`src/rtl/discus_spi_pkg.sv`:
```
// Shared opcode values and frame-decoder state type for the discus SPI snoop bridge.
package discus_spi_pkg;

    localparam logic [1:0] OP_ADDR = 2'b00;
    localparam logic [1:0] OP_PROG = 2'b01;
    localparam logic [1:0] OP_READ = 2'b10;
    localparam logic [1:0] OP_MEM  = 2'b11;

    typedef enum logic [1:0] {
        ST_IDLE = 2'd0,
        ST_OPC  = 2'd1,
        ST_WORD = 2'd2
    } state_t;

    function automatic int max_w(input int a, input int b);
        return (a > b) ? a : b;
    endfunction

endpackage

```
`src/rtl/spi_edge_sync.sv`:
```
// Multi-flop synchroniser for one asynchronous SPI pin with rise/fall detection
// on the synchronised level.
module spi_edge_sync #(
    parameter int SYNC_STAGES = 2
) (
    input  logic clk,
    input  logic reset,
    input  logic din,
    output logic level,
    output logic rise,
    output logic fall
);

    logic [SYNC_STAGES-1:0] chain;
    logic                   prev;

    // Synchroniser chain plus one extra flop holding the previous level.
    always_ff @(posedge clk or posedge reset) begin
        if (reset) begin
            chain <= '0;
            prev  <= 1'b0;
        end else begin
            chain <= {chain[SYNC_STAGES-2:0], din};
            prev  <= chain[SYNC_STAGES-1];
        end
    end

    assign level = chain[SYNC_STAGES-1];
    assign rise  = level & ~prev;
    assign fall  = ~level & prev;

endmodule

```
`src/rtl/spi_snoop_bridge.sv`:
```
// SPI mode-0 slave that decodes opcode-prefixed frames into snoop-port address
// loads, program/memory write strobes and prefetched burst reads.
module spi_snoop_bridge
    import discus_spi_pkg::*;
#(
    parameter int ADDR_W      = 8,
    parameter int DATA_W      = 8,
    parameter int SYNC_STAGES = 2
) (
    input  logic              clk,
    input  logic              reset,
    input  logic              spi_sck,
    input  logic              spi_ssel,
    input  logic              spi_mosi,
    output logic              spi_miso,
    output logic [ADDR_W-1:0] snoopa,
    output logic [DATA_W-1:0] snoopd,
    input  logic [DATA_W-1:0] snoopq,
    output logic              snoopp,
    output logic              snoopm,
    output logic [7:0]        frame_errs
);

    localparam int MAX_W = max_w(ADDR_W, DATA_W);
    localparam int CNT_W = $clog2(MAX_W + 1);

    logic sck_lvl, sck_rise, sck_fall;
    logic ssel_lvl, ssel_rise, ssel_fall;
    logic mosi_lvl, mosi_rise, mosi_fall;
    logic edge_unused;

    spi_edge_sync #(.SYNC_STAGES(SYNC_STAGES)) u_sck (
        .clk(clk), .reset(reset), .din(spi_sck),
        .level(sck_lvl), .rise(sck_rise), .fall(sck_fall));
    spi_edge_sync #(.SYNC_STAGES(SYNC_STAGES)) u_ssel (
        .clk(clk), .reset(reset), .din(spi_ssel),
        .level(ssel_lvl), .rise(ssel_rise), .fall(ssel_fall));
    spi_edge_sync #(.SYNC_STAGES(SYNC_STAGES)) u_mosi (
        .clk(clk), .reset(reset), .din(spi_mosi),
        .level(mosi_lvl), .rise(mosi_rise), .fall(mosi_fall));

    assign edge_unused = ^{sck_lvl, sck_fall, mosi_rise, mosi_fall};

    state_t                state_q, state_d;
    logic                  armed;
    logic [CNT_W-1:0]      bit_cnt;
    logic [1:0]            op_q;
    logic [1:0]            rd_step;
    logic [ADDR_W-1:0]     rd_words;
    logic [ADDR_W-1:0]     rd_base;
    logic [MAX_W-2:0]      in_sh;
    logic [DATA_W-2:0]     shift_q;
    logic [DATA_W-1:0]     hold_q;

    logic                  sck_ev, frame_end, bad_frame, op_done, word_done;
    logic [1:0]            opc_new;
    logic [CNT_W-1:0]      last_idx;
    logic                  shift_from_q, hold_load, rd_word_done, rd_shift;
    logic [ADDR_W-1:0]     addr_word;
    logic [DATA_W-1:0]     data_word;

    assign opc_new   = {op_q[0], mosi_lvl};
    assign last_idx  = (op_q == OP_ADDR) ? CNT_W'(ADDR_W - 1) : CNT_W'(DATA_W - 1);
    assign addr_word = {in_sh[ADDR_W-2:0], mosi_lvl};
    assign data_word = {in_sh[DATA_W-2:0], mosi_lvl};

    assign shift_from_q = (rd_step == 2'd1);
    assign hold_load    = (rd_step == 2'd3);
    assign rd_word_done = word_done && (op_q == OP_READ);
    assign rd_shift     = sck_ev && (state_q == ST_WORD) && (op_q == OP_READ) && !word_done;

    // Frame state register; reset drops any frame in flight and disarms.
    always_ff @(posedge clk or posedge reset) begin
        if (reset) state_q <= ST_IDLE;
        else       state_q <= state_d;
    end

    // Next-state decode; frame end beats a coincident SCK edge.
    always_comb begin
        state_d   = state_q;
        sck_ev    = 1'b0;
        frame_end = 1'b0;
        bad_frame = 1'b0;
        op_done   = 1'b0;
        word_done = 1'b0;
        case (state_q)
            ST_IDLE: begin
                if (ssel_fall && armed) state_d = ST_OPC;
            end
            ST_OPC: begin
                if (ssel_rise) begin
                    state_d   = ST_IDLE;
                    frame_end = 1'b1;
                    bad_frame = 1'b1;
                end else if (sck_rise && !ssel_lvl) begin
                    sck_ev = 1'b1;
                    if (bit_cnt == CNT_W'(1)) begin
                        op_done = 1'b1;
                        state_d = ST_WORD;
                    end
                end
            end
            ST_WORD: begin
                if (ssel_rise) begin
                    state_d   = ST_IDLE;
                    frame_end = 1'b1;
                    bad_frame = (bit_cnt != '0);
                end else if (sck_rise && !ssel_lvl) begin
                    sck_ev    = 1'b1;
                    word_done = (bit_cnt == last_idx);
                end
            end
            default: state_d = ST_IDLE;
        endcase
    end

    // Control and snoop-port outputs: counters, strobes, address updates, MISO.
    always_ff @(posedge clk or posedge reset) begin
        if (reset) begin
            armed      <= 1'b0;
            bit_cnt    <= '0;
            op_q       <= OP_ADDR;
            rd_step    <= 2'd0;
            rd_words   <= '0;
            snoopa     <= '0;
            snoopd     <= '0;
            snoopp     <= 1'b0;
            snoopm     <= 1'b0;
            spi_miso   <= 1'b0;
            frame_errs <= '0;
        end else begin
            snoopp <= 1'b0;
            snoopm <= 1'b0;
            if (ssel_lvl) armed <= 1'b1;
            if (snoopp || snoopm) snoopa <= snoopa + ADDR_W'(1);

            case (rd_step)
                2'd1: begin
                    snoopa   <= snoopa + ADDR_W'(1);
                    rd_step  <= 2'd2;
                    spi_miso <= snoopq[DATA_W-1];
                end
                2'd2:    rd_step <= 2'd3;
                2'd3:    rd_step <= 2'd0;
                default: rd_step <= 2'd0;
            endcase

            if (rd_shift) spi_miso <= shift_q[DATA_W-2];

            if (sck_ev) begin
                bit_cnt <= (op_done || word_done) ? '0 : bit_cnt + CNT_W'(1);
                if (state_q == ST_OPC) op_q <= opc_new;
            end

            if (op_done && opc_new == OP_READ) begin
                rd_step  <= 2'd1;
                rd_words <= '0;
            end

            if (word_done) begin
                case (op_q)
                    OP_ADDR: snoopa <= addr_word;
                    OP_PROG: begin
                        snoopd <= data_word;
                        snoopp <= 1'b1;
                    end
                    OP_MEM: begin
                        snoopd <= data_word;
                        snoopm <= 1'b1;
                    end
                    default: begin
                        snoopa   <= snoopa + ADDR_W'(1);
                        rd_step  <= 2'd2;
                        rd_words <= rd_words + ADDR_W'(1);
                        spi_miso <= hold_q[DATA_W-1];
                    end
                endcase
            end

            if (frame_end) begin
                bit_cnt  <= '0;
                op_q     <= OP_ADDR;
                rd_step  <= 2'd0;
                spi_miso <= 1'b0;
                if (bad_frame && frame_errs != 8'hFF) frame_errs <= frame_errs + 8'd1;
                if (op_q == OP_READ && state_q == ST_WORD) snoopa <= rd_base + rd_words;
            end
        end
    end

    // Datapath registers: incoming word shifter and the two read prefetch stages.
    always_ff @(posedge clk) begin
        if (sck_ev) in_sh <= (MAX_W-1)'({in_sh, mosi_lvl});
        if (shift_from_q)      shift_q <= snoopq[DATA_W-2:0];
        else if (rd_word_done) shift_q <= hold_q[DATA_W-2:0];
        else if (rd_shift)     shift_q <= (DATA_W-1)'({shift_q, 1'b0});
        if (hold_load) hold_q  <= snoopq;
        if (op_done)   rd_base <= snoopa;
    end

endmodule

```
`config.mk`:
```
export PLATFORM = sky130hd
export DESIGN_NAME = spi_snoop_bridge
export DESIGN_NICKNAME = d
export VERILOG_FILES = /design/src/rtl/discus_spi_pkg.sv /design/src/rtl/spi_edge_sync.sv /design/src/rtl/spi_snoop_bridge.sv
export SDC_FILE = /design/constraint.sdc
export NUM_CORES = 1
export LEC_CHECK = 0
export ABC_CLOCK_PERIOD_IN_PS = 2320
export BUFFER_PORTS_ARGS = -buffer_cell sky130_fd_sc_hd__clkbuf_2
export CAP_MARGIN = 20
export CORE_MARGIN = 3
export CORE_UTILIZATION = 26
export CTS_BUF_LIST = sky130_fd_sc_hd__clkbuf_4 sky130_fd_sc_hd__clkbuf_8 sky130_fd_sc_hd__clkbuf_16
export DETAILED_ROUTE_END_ITERATION = 16
export PLACE_DENSITY_LB_ADDON = 0.25
export SLEW_MARGIN = 20
export SYNTH_ARGS = -nofsm -noshare
export SYNTH_HDL_FRONTEND = slang
export SYNTH_SLANG_ARGS = --single-unit
```
`constraint.sdc`:
```
create_clock -name clk -period 2.32 [get_ports clk]
set_input_delay 0.116 -clock clk [delete_from_list [all_inputs] [get_ports clk]]
set_output_delay 0.116 -clock clk [all_outputs]
set_load 0.05 [all_outputs]
```
==> impl_metrics.tcl <==
set metrics [dict create \
    hold_viol_final 0 \
    worstPathCellList "inv_1 > ha_1 > nand4b_1 > nor4_2 > and2_1 > buf_4 > nand4_4 > o211ai_1 > o31ai_1" \
    clockPowerShare_pct 33.6 \
    track_usage_pct 11.3 \
    setup_viol 0 \
    cts_sinks 84 \
    p_int_uw 3150 \
    synth_mux_area_share_pct 5.21 \
    synthTopCellsByArea "dfrtp_1 (33%), edfxtp_1 (22%), ha_1 (5.9%)" \
    ys_ff_latch 84 \
    cp.arrival_ns 2.39 \
    gp_congestion 0.853 \
    busiest_layer "met2" \
    numCtsBuffers 9 \
    dr.pass1.iters 5 \
    synth.largest_area_cell "dfrtp_1" \
    p_sw_share_pct 32.0 \
    area_growth_syn_to_layout_pct 25.0 \
    nFillCells 1550 \
    clock_skew_ns 0.00550 \
    met1_usage_pct 14.8 \
    yosys.area_share.simple_pct 15.5 \
    cts-root-buf "clkbuf_16" \
    grt_util_met2_pct 18.0 \
    synth_top_family_by_area "simple AND/OR/NAND/NOR gates" \
    fin_nets 459 \
    fp.dieH_um 131 \
    crit_path_start_kind "flop" \
    wl_per_cell_um 13.9 \
    place_ws_ns 0.180 \
    hp-class "in -> async" \
    synthAdderAreaFrac_pct 6.36 \
    seqPwrFrac_pct 42.0 \
    cts.repair.resized 0 \
    multi_input_area_mm2 0.00170 \
    hold_slack_ns 0.226 \
    gr-usage-met3_pct 3.09 \
    fmax_mhz 459 \
    path_max_fanout 5 \
    ir_worst_vdd_uv 438 \
    synth.avg_cell_area_um2 11.6 \
    hpwl_mm 6.63 \
    power_switching_uw 1480 \
    period_minus_slack_ns 2.18 \
    drt_wl_total_mm 8.93 \
    ys_seq_area_share_pct 55.5 \
    synthCells 351 \
    synth_xor_area_share_pct 4.75 \
    synth_area_mm2 0.00406 \
    grt_pass1_vias 2965 \
    combPwrFrac_pct 24.4 \
    worst_slack_ns 0.143 \
    overflow 0 \
    antenna_left 0 \
    synthArstFlopShare_pct 64.3 \
    num_vias 2873 \
    rsz0062_at_grt "no" \
    postCtsSetupBuffers 0 \
    diodes 0 \
    antenna_found_initial 0 \
    p_leak_uw 0.00220 \
    drv_cap 0 \
    via_per_inst 4.48 \
    final_layout_size_suffix_gt1_share_pct 22.5 \
    cts_hold_buf 12 \
    synth_edf_count 30 \
    synth-compound-area-share_pct 10.0 \
    slew_viol_final 0 \
    grt_pass1_wl_mm 15.0 \
    status "finished clean" \
    crit_type "reg -> reg" \
    layout_worst_path_cycle_share_pct 93.8 \
    slew_headroom_pct 61.7 \
    required_ns 2.54 \
    dieArea_mm2 0.0171 \
    fp.coreArea_mm2 0.0153 \
    htreeDepth 3 \
    drtIter0Drc 213 \
    route.detailed.drc 0 \
    tightest_slew_ns 0.570 \
    rows 45 \
    register_area_mm2 0.00225 \
    io_buffers 39 \
    netlist.area_leader.share_pct 33.3 \
    ys.warnings.count 0 \
    die_w_um 131 \
    syn-num-nets 384 \
    cp_slowest_stage_delay_ns 0.39 \
    end_kind "flop" \
    path_clk_slew_ns 0.06 \
    tns_ns 0 \
    clock_latency_ns 0.34 \
    clockBufferDepth 2 \
    synth_top_flop_cell "dfrtp_1" \
    p_per_area_mw_per_mm2 913 \
    synth_cell_type_count 49 \
    slowest_stage "dfrtp_1" \
    io_pins 40 \
    grt_max_degree 28 \
    cts_tree "done" \
    start_util_pct 26.6 \
]
## synthesized netlist by cell type, types with 3 or more instances
| library cell | instances |
|---|---|
| inv_1 | 15 |
| nand3_1 | 17 |
| nand4_1 | 9 |
| nor3_1 | 7 |
| o22a_1 | 3 |
| mux2_2 | 9 |
| o31ai_1 | 3 |
| xnor2_1 | 15 |
| clkbuf_1 | 3 |
| o211ai_1 | 5 |
| and3_1 | 6 |
| nand2_1 | 27 |
| dfrtp_1 | 54 |
| mux2i_1 | 11 |
| nor2_1 | 24 |
| ha_1 | 19 |
| buf_2 | 4 |
| nor2b_1 | 5 |
| o21ai_0 | 23 |
| nor3b_1 | 5 |
| xor2_1 | 7 |
| a21oi_1 | 13 |
| edfxtp_1 | 30 |
| and2_1 | 5 |
## worst max-delay path: cells and delay by family (launching register included)
| kind | cells | cell delay (ns) |
|---|---|---|
| compound gates | 2 | 0.31 |
| simple gates | 4 | 0.89 |
| fa+ha+maj | 1 | 0.22 |
| buf+inv | 2 | 0.25 |
| flops | 1 | 0.39 |
## power by group through the flow
stage	sequential (uW)	clock (uW)	combinational, uW
global route	1980	1650	1270
CTS	1950	1600	1150
floorplan	2170	0	560
detailed placement	1980	0	1130
global placement	1970	0	1110
finish	1940	1550	1130
## final timing paths
check / startpoint / endpoint / slack [ns] / cells after the start
min in group clk: u_mosi.chain[0] / u_mosi.chain[1] / 0.35 / 0
setup reg to reg: state_q[0] / rd_words[5] / 0.14 / 9
setup / recovery: state_q[0] / rd_words[5] / 0.14 / 9
max in group asynchronous: reset / spi_miso / 1.46 / 4
hold reg to reg: u_mosi.chain[0] / u_mosi.chain[1] / 0.35 / 0
hold / removal: reset / snoopa[4] / 0.23 / 3
## final cells by class
type | count | share of cell area (%)
Tap cell | 211 | 5.21
Inverter | 15 | 1.11
Multi-Input combinational cell | 243 | 33.5
Clock buffer | 10 | 4.59
Sequential cell | 84 | 44.4
Clock inverter | 6 | 1.70
Timing Repair Buffer | 73 | 9.48
## cells by family after synthesis
logic type      after synthesis
xor+xnor                     22
simple gates                118
mux                          20
flops                        84
compound gates               63
buf+inv                      24
fa+ha+maj                    20
## per-stage QoR
stage,util [%],area [um^2],instances,total power (uW)
after CTS,33.2,5070,642,4690
after global routing,33.2,5070,642,4900
after global placement,30.3,4630,614,3080
after floorplan,-,4060,351,2730
after detailed placement,30.3,4630,614,3100
final,33.2,5070,642,4630
## state kept, by name, summed over array words and instances, names as in the netlist, 2 cells and up
signal        cells
frame_errs        8
hold_q            8
rd_base           8
rd_words          8
snoopa            8
snoopd            8
in_sh             7
shift_q           7
bit_cnt           4
op_q              2
rd_step           2
state_q           2
u_mosi.chain      2
u_sck.chain       2
u_ssel.chain      2
## placed cells by master, fill, tap and decap left out, types with 3 or more instances in the layout
cell,instances
mux2i_1,11
nor2b_1,5
nor3_1,7
nor2_1,24
xnor2_1,15
o21ai_0,23
nor3b_1,5
nand3_1,17
ha_1,19
clkbuf_16,9
dfrtp_1,54
o211ai_1,5
o22a_1,3
clkbuf_2,39
nand4_1,9
and2_1,5
and3_1,6
o31ai_1,3
xor2_1,7
edfxtp_1,30
mux2_2,9
inv_1,14
a21oi_1,13
dlygate4sd3_1,12
nand2_1,27
buf_4,22
## per-layer routing
layer | up-vias | routed length (um)
met5 | - | 0
met4 | 0 | 161
met3 | 15 | 391
met2 | 48 | 4160
met1 | 1393 | 4220
li1 | 1417 | -
(Power assumes the default switching activity.)
